==> src/rtl/apb_master_pkg.sv <==
// Shared types and defaults for the APB master and its wait-state timer.
package apb_master_pkg;

    localparam int unsigned DEF_ADDR_W  = 12;
    localparam int unsigned DEF_DATA_W  = 32;
    localparam int unsigned DEF_TIMEOUT = 255;

    typedef enum logic [1:0] {
        ST_IDLE   = 2'd0,
        ST_SETUP  = 2'd1,
        ST_ACCESS = 2'd2,
        ST_RESP   = 2'd3
    } apb_state_e;

    // Wait counter width; a disabled timeout still gets a 1-bit counter so
    // no zero-width vector is ever declared.
    function automatic int unsigned cnt_width(input int unsigned timeout);
        return (timeout == 0) ? 1 : $clog2(timeout + 1);
    endfunction

endpackage

==> src/rtl/apb_master_if.sv <==
// Command, response and APB-side signals of the APB master, bundled with
// the master (DUT) view and the slave (environment) view.
interface apb_master_if
    import apb_master_pkg::*;
#(
    parameter int unsigned ADDR_W = DEF_ADDR_W,
    parameter int unsigned DATA_W = DEF_DATA_W
) ();

    logic              cmd_valid;
    logic              cmd_ready;
    logic              cmd_write;
    logic [ADDR_W-1:0] cmd_addr;
    logic [DATA_W-1:0] cmd_wdata;

    logic              rsp_valid;
    logic              rsp_ready;
    logic [DATA_W-1:0] rsp_rdata;
    logic              rsp_err;

    logic              tim_psel;
    logic              tim_penable;
    logic              tim_pwrite;
    logic [ADDR_W-1:0] tim_paddr;
    logic [DATA_W-1:0] tim_wdata;
    logic [DATA_W-1:0] tim_rdata;
    logic              tim_pready;

    modport master (
        input  cmd_valid, cmd_write, cmd_addr, cmd_wdata, rsp_ready,
               tim_rdata, tim_pready,
        output cmd_ready, rsp_valid, rsp_rdata, rsp_err,
               tim_psel, tim_penable, tim_pwrite, tim_paddr, tim_wdata
    );

    modport slave (
        output cmd_valid, cmd_write, cmd_addr, cmd_wdata, rsp_ready,
               tim_rdata, tim_pready,
        input  cmd_ready, rsp_valid, rsp_rdata, rsp_err,
               tim_psel, tim_penable, tim_pwrite, tim_paddr, tim_wdata
    );

endinterface

==> src/rtl/apb_wait_timer.sv <==
// Clearable, saturating ACCESS wait-state counter. hit flags the last
// permitted wait cycle (count == TIMEOUT-1); it is held low when TIMEOUT=0.
module apb_wait_timer
    import apb_master_pkg::*;
#(
    parameter int unsigned TIMEOUT = DEF_TIMEOUT
) (
    input  logic clk,
    input  logic rst_n,
    input  logic clr,
    input  logic inc,
    output logic hit
);

    localparam int unsigned CNT_W = cnt_width(TIMEOUT);
    localparam bit          TO_EN = (TIMEOUT != 0);
    localparam logic [CNT_W-1:0] LIMIT = CNT_W'((TIMEOUT == 0) ? 0 : TIMEOUT - 1);

    logic [CNT_W-1:0] cnt;

    // Count wait cycles, clearing on request and stopping at all-ones.
    always_ff @(posedge clk or negedge rst_n) begin
        if (!rst_n) begin
            cnt <= '0;
        end else if (clr) begin
            cnt <= '0;
        end else if (inc && (cnt != '1)) begin
            cnt <= cnt + 1'b1;
        end
    end

    assign hit = TO_EN && (cnt == LIMIT);

endmodule

==> src/rtl/apb_master.sv <==
// Single-outstanding APB master: valid/ready command in, APB SETUP/ACCESS
// transfer on tim_*, read data and timeout status out on a response channel.
// Every output is a register loaded from the value the next state implies.
module apb_master
    import apb_master_pkg::*;
#(
    parameter int unsigned ADDR_W  = DEF_ADDR_W,
    parameter int unsigned DATA_W  = DEF_DATA_W,
    parameter int unsigned TIMEOUT = DEF_TIMEOUT
) (
    input  logic         sys_clk,
    input  logic         sys_rst_n,
    apb_master_if.master bus
);

    apb_state_e state;
    apb_state_e state_nxt;

    logic              accept;
    logic              wait_clr;
    logic              wait_inc;
    logic              wait_hit;

    logic              cmd_ready_q, cmd_ready_d;
    logic              rsp_valid_q, rsp_valid_d;
    logic [DATA_W-1:0] rsp_rdata_q, rsp_rdata_d;
    logic              rsp_err_q,   rsp_err_d;
    logic              psel_q,      psel_d;
    logic              penable_q,   penable_d;
    logic              pwrite_q,    pwrite_d;
    logic [ADDR_W-1:0] paddr_q,     paddr_d;
    logic [DATA_W-1:0] wdata_q,     wdata_d;

    assign accept   = (state == ST_IDLE) && cmd_ready_q && bus.cmd_valid;
    assign wait_clr = (state == ST_SETUP);
    assign wait_inc = (state == ST_ACCESS) && !bus.tim_pready;

    apb_wait_timer #(
        .TIMEOUT (TIMEOUT)
    ) u_wait_timer (
        .clk   (sys_clk),
        .rst_n (sys_rst_n),
        .clr   (wait_clr),
        .inc   (wait_inc),
        .hit   (wait_hit)
    );

    // State and output registers; everything returns to zero / IDLE on reset.
    always_ff @(posedge sys_clk or negedge sys_rst_n) begin
        if (!sys_rst_n) begin
            state       <= ST_IDLE;
            cmd_ready_q <= 1'b0;
            rsp_valid_q <= 1'b0;
            rsp_rdata_q <= '0;
            rsp_err_q   <= 1'b0;
            psel_q      <= 1'b0;
            penable_q   <= 1'b0;
            pwrite_q    <= 1'b0;
            paddr_q     <= '0;
            wdata_q     <= '0;
        end else begin
            state       <= state_nxt;
            cmd_ready_q <= cmd_ready_d;
            rsp_valid_q <= rsp_valid_d;
            rsp_rdata_q <= rsp_rdata_d;
            rsp_err_q   <= rsp_err_d;
            psel_q      <= psel_d;
            penable_q   <= penable_d;
            pwrite_q    <= pwrite_d;
            paddr_q     <= paddr_d;
            wdata_q     <= wdata_d;
        end
    end

    // Transfer sequencing: accept, one SETUP cycle, ACCESS until ready or
    // timeout, then hold the response until it is taken.
    always_comb begin
        state_nxt = state;
        unique case (state)
            ST_IDLE:   if (accept) state_nxt = ST_SETUP;
            ST_SETUP:  state_nxt = ST_ACCESS;
            ST_ACCESS: if (bus.tim_pready || wait_hit) state_nxt = ST_RESP;
            ST_RESP:   if (bus.rsp_ready) state_nxt = ST_IDLE;
            default:   state_nxt = ST_IDLE;
        endcase
    end

    // Next register values. Handshake and bus-phase flags follow the next
    // state so they line up with it; pready beats a same-cycle timeout.
    always_comb begin
        cmd_ready_d = (state_nxt == ST_IDLE);
        rsp_valid_d = (state_nxt == ST_RESP);
        psel_d      = (state_nxt == ST_SETUP) || (state_nxt == ST_ACCESS);
        penable_d   = (state_nxt == ST_ACCESS);
        pwrite_d    = pwrite_q;
        paddr_d     = paddr_q;
        wdata_d     = wdata_q;
        rsp_rdata_d = rsp_rdata_q;
        rsp_err_d   = rsp_err_q;

        if (accept) begin
            pwrite_d = bus.cmd_write;
            paddr_d  = bus.cmd_addr;
            wdata_d  = bus.cmd_wdata;
        end

        if (state == ST_ACCESS) begin
            if (bus.tim_pready) begin
                rsp_rdata_d = pwrite_q ? '0 : bus.tim_rdata;
                rsp_err_d   = 1'b0;
            end else if (wait_hit) begin
                rsp_rdata_d = '0;
                rsp_err_d   = 1'b1;
            end
        end
    end

    assign bus.cmd_ready   = cmd_ready_q;
    assign bus.rsp_valid   = rsp_valid_q;
    assign bus.rsp_rdata   = rsp_rdata_q;
    assign bus.rsp_err     = rsp_err_q;
    assign bus.tim_psel    = psel_q;
    assign bus.tim_penable = penable_q;
    assign bus.tim_pwrite  = pwrite_q;
    assign bus.tim_paddr   = paddr_q;
    assign bus.tim_wdata   = wdata_q;

endmodule

==> src/flat_wrapper.sv <==
// flat-port wrapper written by rule: the top's interface ports become plain ports
module apb_master_flat import apb_master_pkg::*;
#(
    parameter int unsigned ADDR_W  = DEF_ADDR_W,
    parameter int unsigned DATA_W  = DEF_DATA_W,
    parameter int unsigned TIMEOUT = DEF_TIMEOUT
)
  (sys_clk, sys_rst_n, bus_cmd_valid, bus_cmd_write, bus_cmd_addr, bus_cmd_wdata, bus_rsp_ready, bus_tim_rdata, bus_tim_pready, bus_cmd_ready, bus_rsp_valid, bus_rsp_rdata, bus_rsp_err, bus_tim_psel, bus_tim_penable, bus_tim_pwrite, bus_tim_paddr, bus_tim_wdata);
  apb_master_if #(.ADDR_W(ADDR_W), .DATA_W(DATA_W)) bus_i ();
  input  logic sys_clk;
  input  logic sys_rst_n;
  input wire logic [$bits(bus_i.cmd_valid)-1:0] bus_cmd_valid;
  input wire logic [$bits(bus_i.cmd_write)-1:0] bus_cmd_write;
  input wire logic [$bits(bus_i.cmd_addr)-1:0] bus_cmd_addr;
  input wire logic [$bits(bus_i.cmd_wdata)-1:0] bus_cmd_wdata;
  input wire logic [$bits(bus_i.rsp_ready)-1:0] bus_rsp_ready;
  input wire logic [$bits(bus_i.tim_rdata)-1:0] bus_tim_rdata;
  input wire logic [$bits(bus_i.tim_pready)-1:0] bus_tim_pready;
  output wire logic [$bits(bus_i.cmd_ready)-1:0] bus_cmd_ready;
  output wire logic [$bits(bus_i.rsp_valid)-1:0] bus_rsp_valid;
  output wire logic [$bits(bus_i.rsp_rdata)-1:0] bus_rsp_rdata;
  output wire logic [$bits(bus_i.rsp_err)-1:0] bus_rsp_err;
  output wire logic [$bits(bus_i.tim_psel)-1:0] bus_tim_psel;
  output wire logic [$bits(bus_i.tim_penable)-1:0] bus_tim_penable;
  output wire logic [$bits(bus_i.tim_pwrite)-1:0] bus_tim_pwrite;
  output wire logic [$bits(bus_i.tim_paddr)-1:0] bus_tim_paddr;
  output wire logic [$bits(bus_i.tim_wdata)-1:0] bus_tim_wdata;
  assign bus_i.cmd_valid = bus_cmd_valid;
  assign bus_i.cmd_write = bus_cmd_write;
  assign bus_i.cmd_addr = bus_cmd_addr;
  assign bus_i.cmd_wdata = bus_cmd_wdata;
  assign bus_i.rsp_ready = bus_rsp_ready;
  assign bus_i.tim_rdata = bus_tim_rdata;
  assign bus_i.tim_pready = bus_tim_pready;
  assign bus_cmd_ready = bus_i.cmd_ready;
  assign bus_rsp_valid = bus_i.rsp_valid;
  assign bus_rsp_rdata = bus_i.rsp_rdata;
  assign bus_rsp_err = bus_i.rsp_err;
  assign bus_tim_psel = bus_i.tim_psel;
  assign bus_tim_penable = bus_i.tim_penable;
  assign bus_tim_pwrite = bus_i.tim_pwrite;
  assign bus_tim_paddr = bus_i.tim_paddr;
  assign bus_tim_wdata = bus_i.tim_wdata;
  apb_master #(.ADDR_W(ADDR_W), .DATA_W(DATA_W), .TIMEOUT(TIMEOUT)) u_core (.sys_clk(sys_clk), .sys_rst_n(sys_rst_n), .bus(bus_i));
endmodule
==> config.mk <==
export PLATFORM = sky130hd
export DESIGN_NAME = apb_master_flat
export DESIGN_NICKNAME = d
export VERILOG_FILES = /design/src/rtl/apb_master_pkg.sv /design/src/rtl/apb_master_if.sv /design/src/rtl/apb_wait_timer.sv /design/src/rtl/apb_master.sv /design/src/flat_wrapper.sv
export SDC_FILE = /design/constraint.sdc
export NUM_CORES = 1
export LEC_CHECK = 0
export ABC_AREA = 1
export CORE_MARGIN = 2
export CORE_UTILIZATION = 48
export CTS_BUF_LIST = sky130_fd_sc_hd__clkbuf_4 sky130_fd_sc_hd__clkbuf_8
export CTS_CLUSTER_SIZE = 20
export DETAILED_ROUTE_END_ITERATION = 10
export GPL_ROUTABILITY_DRIVEN = 0
export PLACE_DENSITY = 0.95
export SYNTH_ARGS = -nofsm -noshare
export SYNTH_HDL_FRONTEND = slang
export SYNTH_SLANG_ARGS = --single-unit
==> constraint.sdc <==
create_clock -name sys_clk -period 2.5 [get_ports sys_clk]
set_input_delay 0.5 -clock sys_clk [delete_from_list [all_inputs] [get_ports sys_clk]]
set_output_delay 0.5 -clock sys_clk [all_outputs]
set_load 0.02 [all_outputs]
==> impl_metrics.csv <==
group,metric,value,unit
floorplanning,ios,164,
status,status,"finished clean",
power,powerDensity,1100,nW/um2
cells_and_area,fin_nets,685,
critical_path,cp_slowest_cell,"clkdlybuf4s50_1",
grt,grt_pass1_wl,16500,um
cts,root_buffer,"clkbuf_8",
placement,dpl.hpwl,7160,um
cts,clock_tree.buffer_depth,2,
placement,io_buffers,163,
synth,syn_avg_cell_area,8.85,um2
timing,fin_setup_tns,0,ps
critical_path,r2r-end,"u_core.u_wait_timer.cnt[7]",
timing,rsz0062_at_grt,"no",
critical_path,crit_path_max_incr_delay,640,ps
critical_path,cp_cell_sequence,"clkdlybuf4s50_1",
timing,final_hold_viol_count,0,
cells_and_area,area_delta_synth_final,48.2,%
timing,drv_slew,0,
cts,postCtsHoldBufs,0,
cts,cts_setup_buffers,0,
critical_path,rrSetupSlack,860,ps
drt,via_per_inst,5.01,
run,cap_violations,0,
cts,htreeDepth,3,
critical_path,critPathLaunchType,"flop",
drt,wire_per_inst,14.2,um
power,vdd_drop_max,754,uV
critical_path,path_max_fanout,2,
floorplanning,chipWidth,94.3,um
drt,totalWireLength,10000,um
critical_path,cp.arrival,1370,ps
synth,ys_top_cells_by_area,"dfrtp_1 (59%), nand2_1 (11%), o21ai_0 (6.1%)",
synth,ys_types,21,
placement,postPlaceCellArea,5610,um2
synth,synth_nets,529,
drt,drc,0,
floorplanning,row_count,32,
power,leakage,2.71,nW
critical_path,crit_start,"u_core.bus.tim_wdata[12]",
timing,period_share,74.6,%
drt,drt_pass1_iterations,5,
critical_path,ff2ff_path_depth,7,
critical_path,crit_buf_inv,1,
cts,clkTransAtPathRegs,90,ps
synth,seq_area_frac_synth,58.9,%
critical_path,worstPathRequired,2000,ps
synth,ys_ff_latch,92,
cts,clkSinkCount,92,
synth,yosys_warnings,0,
min_path,worstHoldPathType,"in2async",
cells_and_area,drive_above_1_share,5.64,%
floorplanning,die-area,8890,um2
grt,grt_max_degree,91,
cells_and_area,fillers,524,
critical_path,path_delay_family,"buffers and inverters",
critical_path,r2r_start,"u_core.u_wait_timer.cnt[0]",
synth,syn_inst,442,
cts,cts_buffers,9,
cts,clock_latency,360,ps
grt,antenna_found_initial,0,
timing,period_needed,1870,ps
synth,synth_top_area_share,58.9,%
drt,ant_nets,0,
critical_path,worst_setup_path_end_kind,"output pin",
drt,via_count,3532,
grt,grt_pass1_vias,3582,
timing,max_freq,536,MHz
cells_and_area,diodes,0,
floorplanning,core,7810,um2
floorplanning,die_y,94.3,um
grt,grt-ovfl-total,0,
timing,slew-limit-headroom,36.7,%
cts,cts-resized-gates,0,
timing,tightest_slew,948,ps
critical_path,path_class,"reg2out",
floorplanning,start_util,50.1,%
cts,tritoncts,"done",
timing,setup_violations,0,
grt,grt_usage,23.9,%
timing,skew,12.1,ps
drt,dr.first_iter.drc_count,167,
cells_and_area,final_cell_area,5800,um2
synth,synth_largest_area_cell,"dfrtp_1",
synth,synth_area,3910,um2
## cell usage in the layout (no fill, tap or decap), types with 2 or more instances in the layout
master / n
clkdlybuf4s50_1: 162
nand2_1: 116
dfrtp_1: 92
inv_1: 60
o21ai_0: 48
nand3_1: 42
o21ai_1: 27
nor2_1: 11
clkbuf_8: 10
ha_1: 5
buf_4: 5
o21ai_2: 3
nand4_1: 3
clkinvlp_4: 3
nand2_2: 2
nor2_4: 2
xor2_1: 2
buf_12: 2
## cell usage after synthesis
| cell type | n |
|---|---|
| a21oi_1 | 1 |
| a21oi_2 | 1 |
| buf_2 | 7 |
| buf_6 | 4 |
| clkbuf_1 | 12 |
| clkbuf_2 | 1 |
| dfrtp_1 | 92 |
| ha_1 | 5 |
| inv_1 | 60 |
| nand2_1 | 116 |
| nand2_2 | 2 |
| nand3_1 | 43 |
| nand4_1 | 3 |
| nor2_1 | 11 |
| nor2_2 | 1 |
| nor2_4 | 2 |
| o21ai_0 | 48 |
| o21ai_1 | 27 |
| o21ai_2 | 3 |
| or2_2 | 1 |
| xor2_1 | 2 |
## final cells by class
cell class / count / area, um2 / share of cell area [%]
repair buffers: 169 / 1700 / 29.3
clock buffers: 10 / 138 / 2.37
clock inverters: 6 / 47.5 / 0.820
well taps: 102 / 128 / 2.20
multi-input cells: 266 / 1260 / 21.7
flip-flops and latches: 92 / 2300 / 39.7
inverters: 60 / 225 / 3.88
## registers in the layout, indices dropped and copies added (netlist names)
signal / count
u_core.bus.tim_wdata: 32
u_core.bus.rsp_valid: 1
u_core.bus.tim_psel: 1
u_core.state: 2
u_core.bus.cmd_ready: 1
u_core.bus.rsp_rdata: 32
u_core.bus.tim_penable: 1
u_core.bus.tim_paddr: 12
u_core.bus.tim_pwrite: 1
u_core.bus.rsp_err: 1
u_core.u_wait_timer.cnt: 8
## stage by stage
| stage | setup slack (ps) | power [mW] | hold WS (ps) | std cells | util, % |
|---|---|---|---|---|---|
| after CTS | 615 | 6.39 | 156 | 705 | 74.3 |
| final | 634 | 6.35 | 145 | 705 | 74.3 |
| after global routing | 578 | 6.76 | 184 | 705 | 74.3 |
| after floorplan | 967 | 3.92 | 204 | 442 | - |
| after global placement | 577 | 5.31 | 465 | 689 | 71.9 |
| after detailed placement | 529 | 5.44 | 469 | 689 | 71.9 |
## power by group
group,leakage (nW),total [mW],switching [mW],internal (mW)
registers,1.20,2.45,0.381,2.07
clock network,0.0868,0.936,0.539,0.397
logic,1.43,2.97,1.61,1.36
## cells by family after synthesis
group / Yosys count / synth area share, %
buf+inv: 84 / 9.08
simple gates: 179 / 19.4
compound gates: 80 / 10.6
fa+ha+maj: 5 / 1.60
xor+xnor: 2 / 0.448
flops: 92 / 58.9
## worst max-delay path by stage
stage | endpoint | cells after the start
finish | bus_tim_wdata[12] | 1
global route | bus_tim_paddr[7] | 1
CTS | bus_tim_wdata[12] | 1
detailed placement | u_core.u_wait_timer.cnt[7] | 7
global placement | u_core.u_wait_timer.cnt[1] | 7
floorplan | u_core.bus.tim_psel | 10
## routing by layer
metal	vias to the layer above	share of wire (%)	global-route usage (%)
met5	-	0	0
met4	0	2.4	9.42
li1	1697	-	-
met2	162	49	39.7
met1	1651	40	29.8
met3	22	8.4	6.26
(Power assumes the default switching activity.)
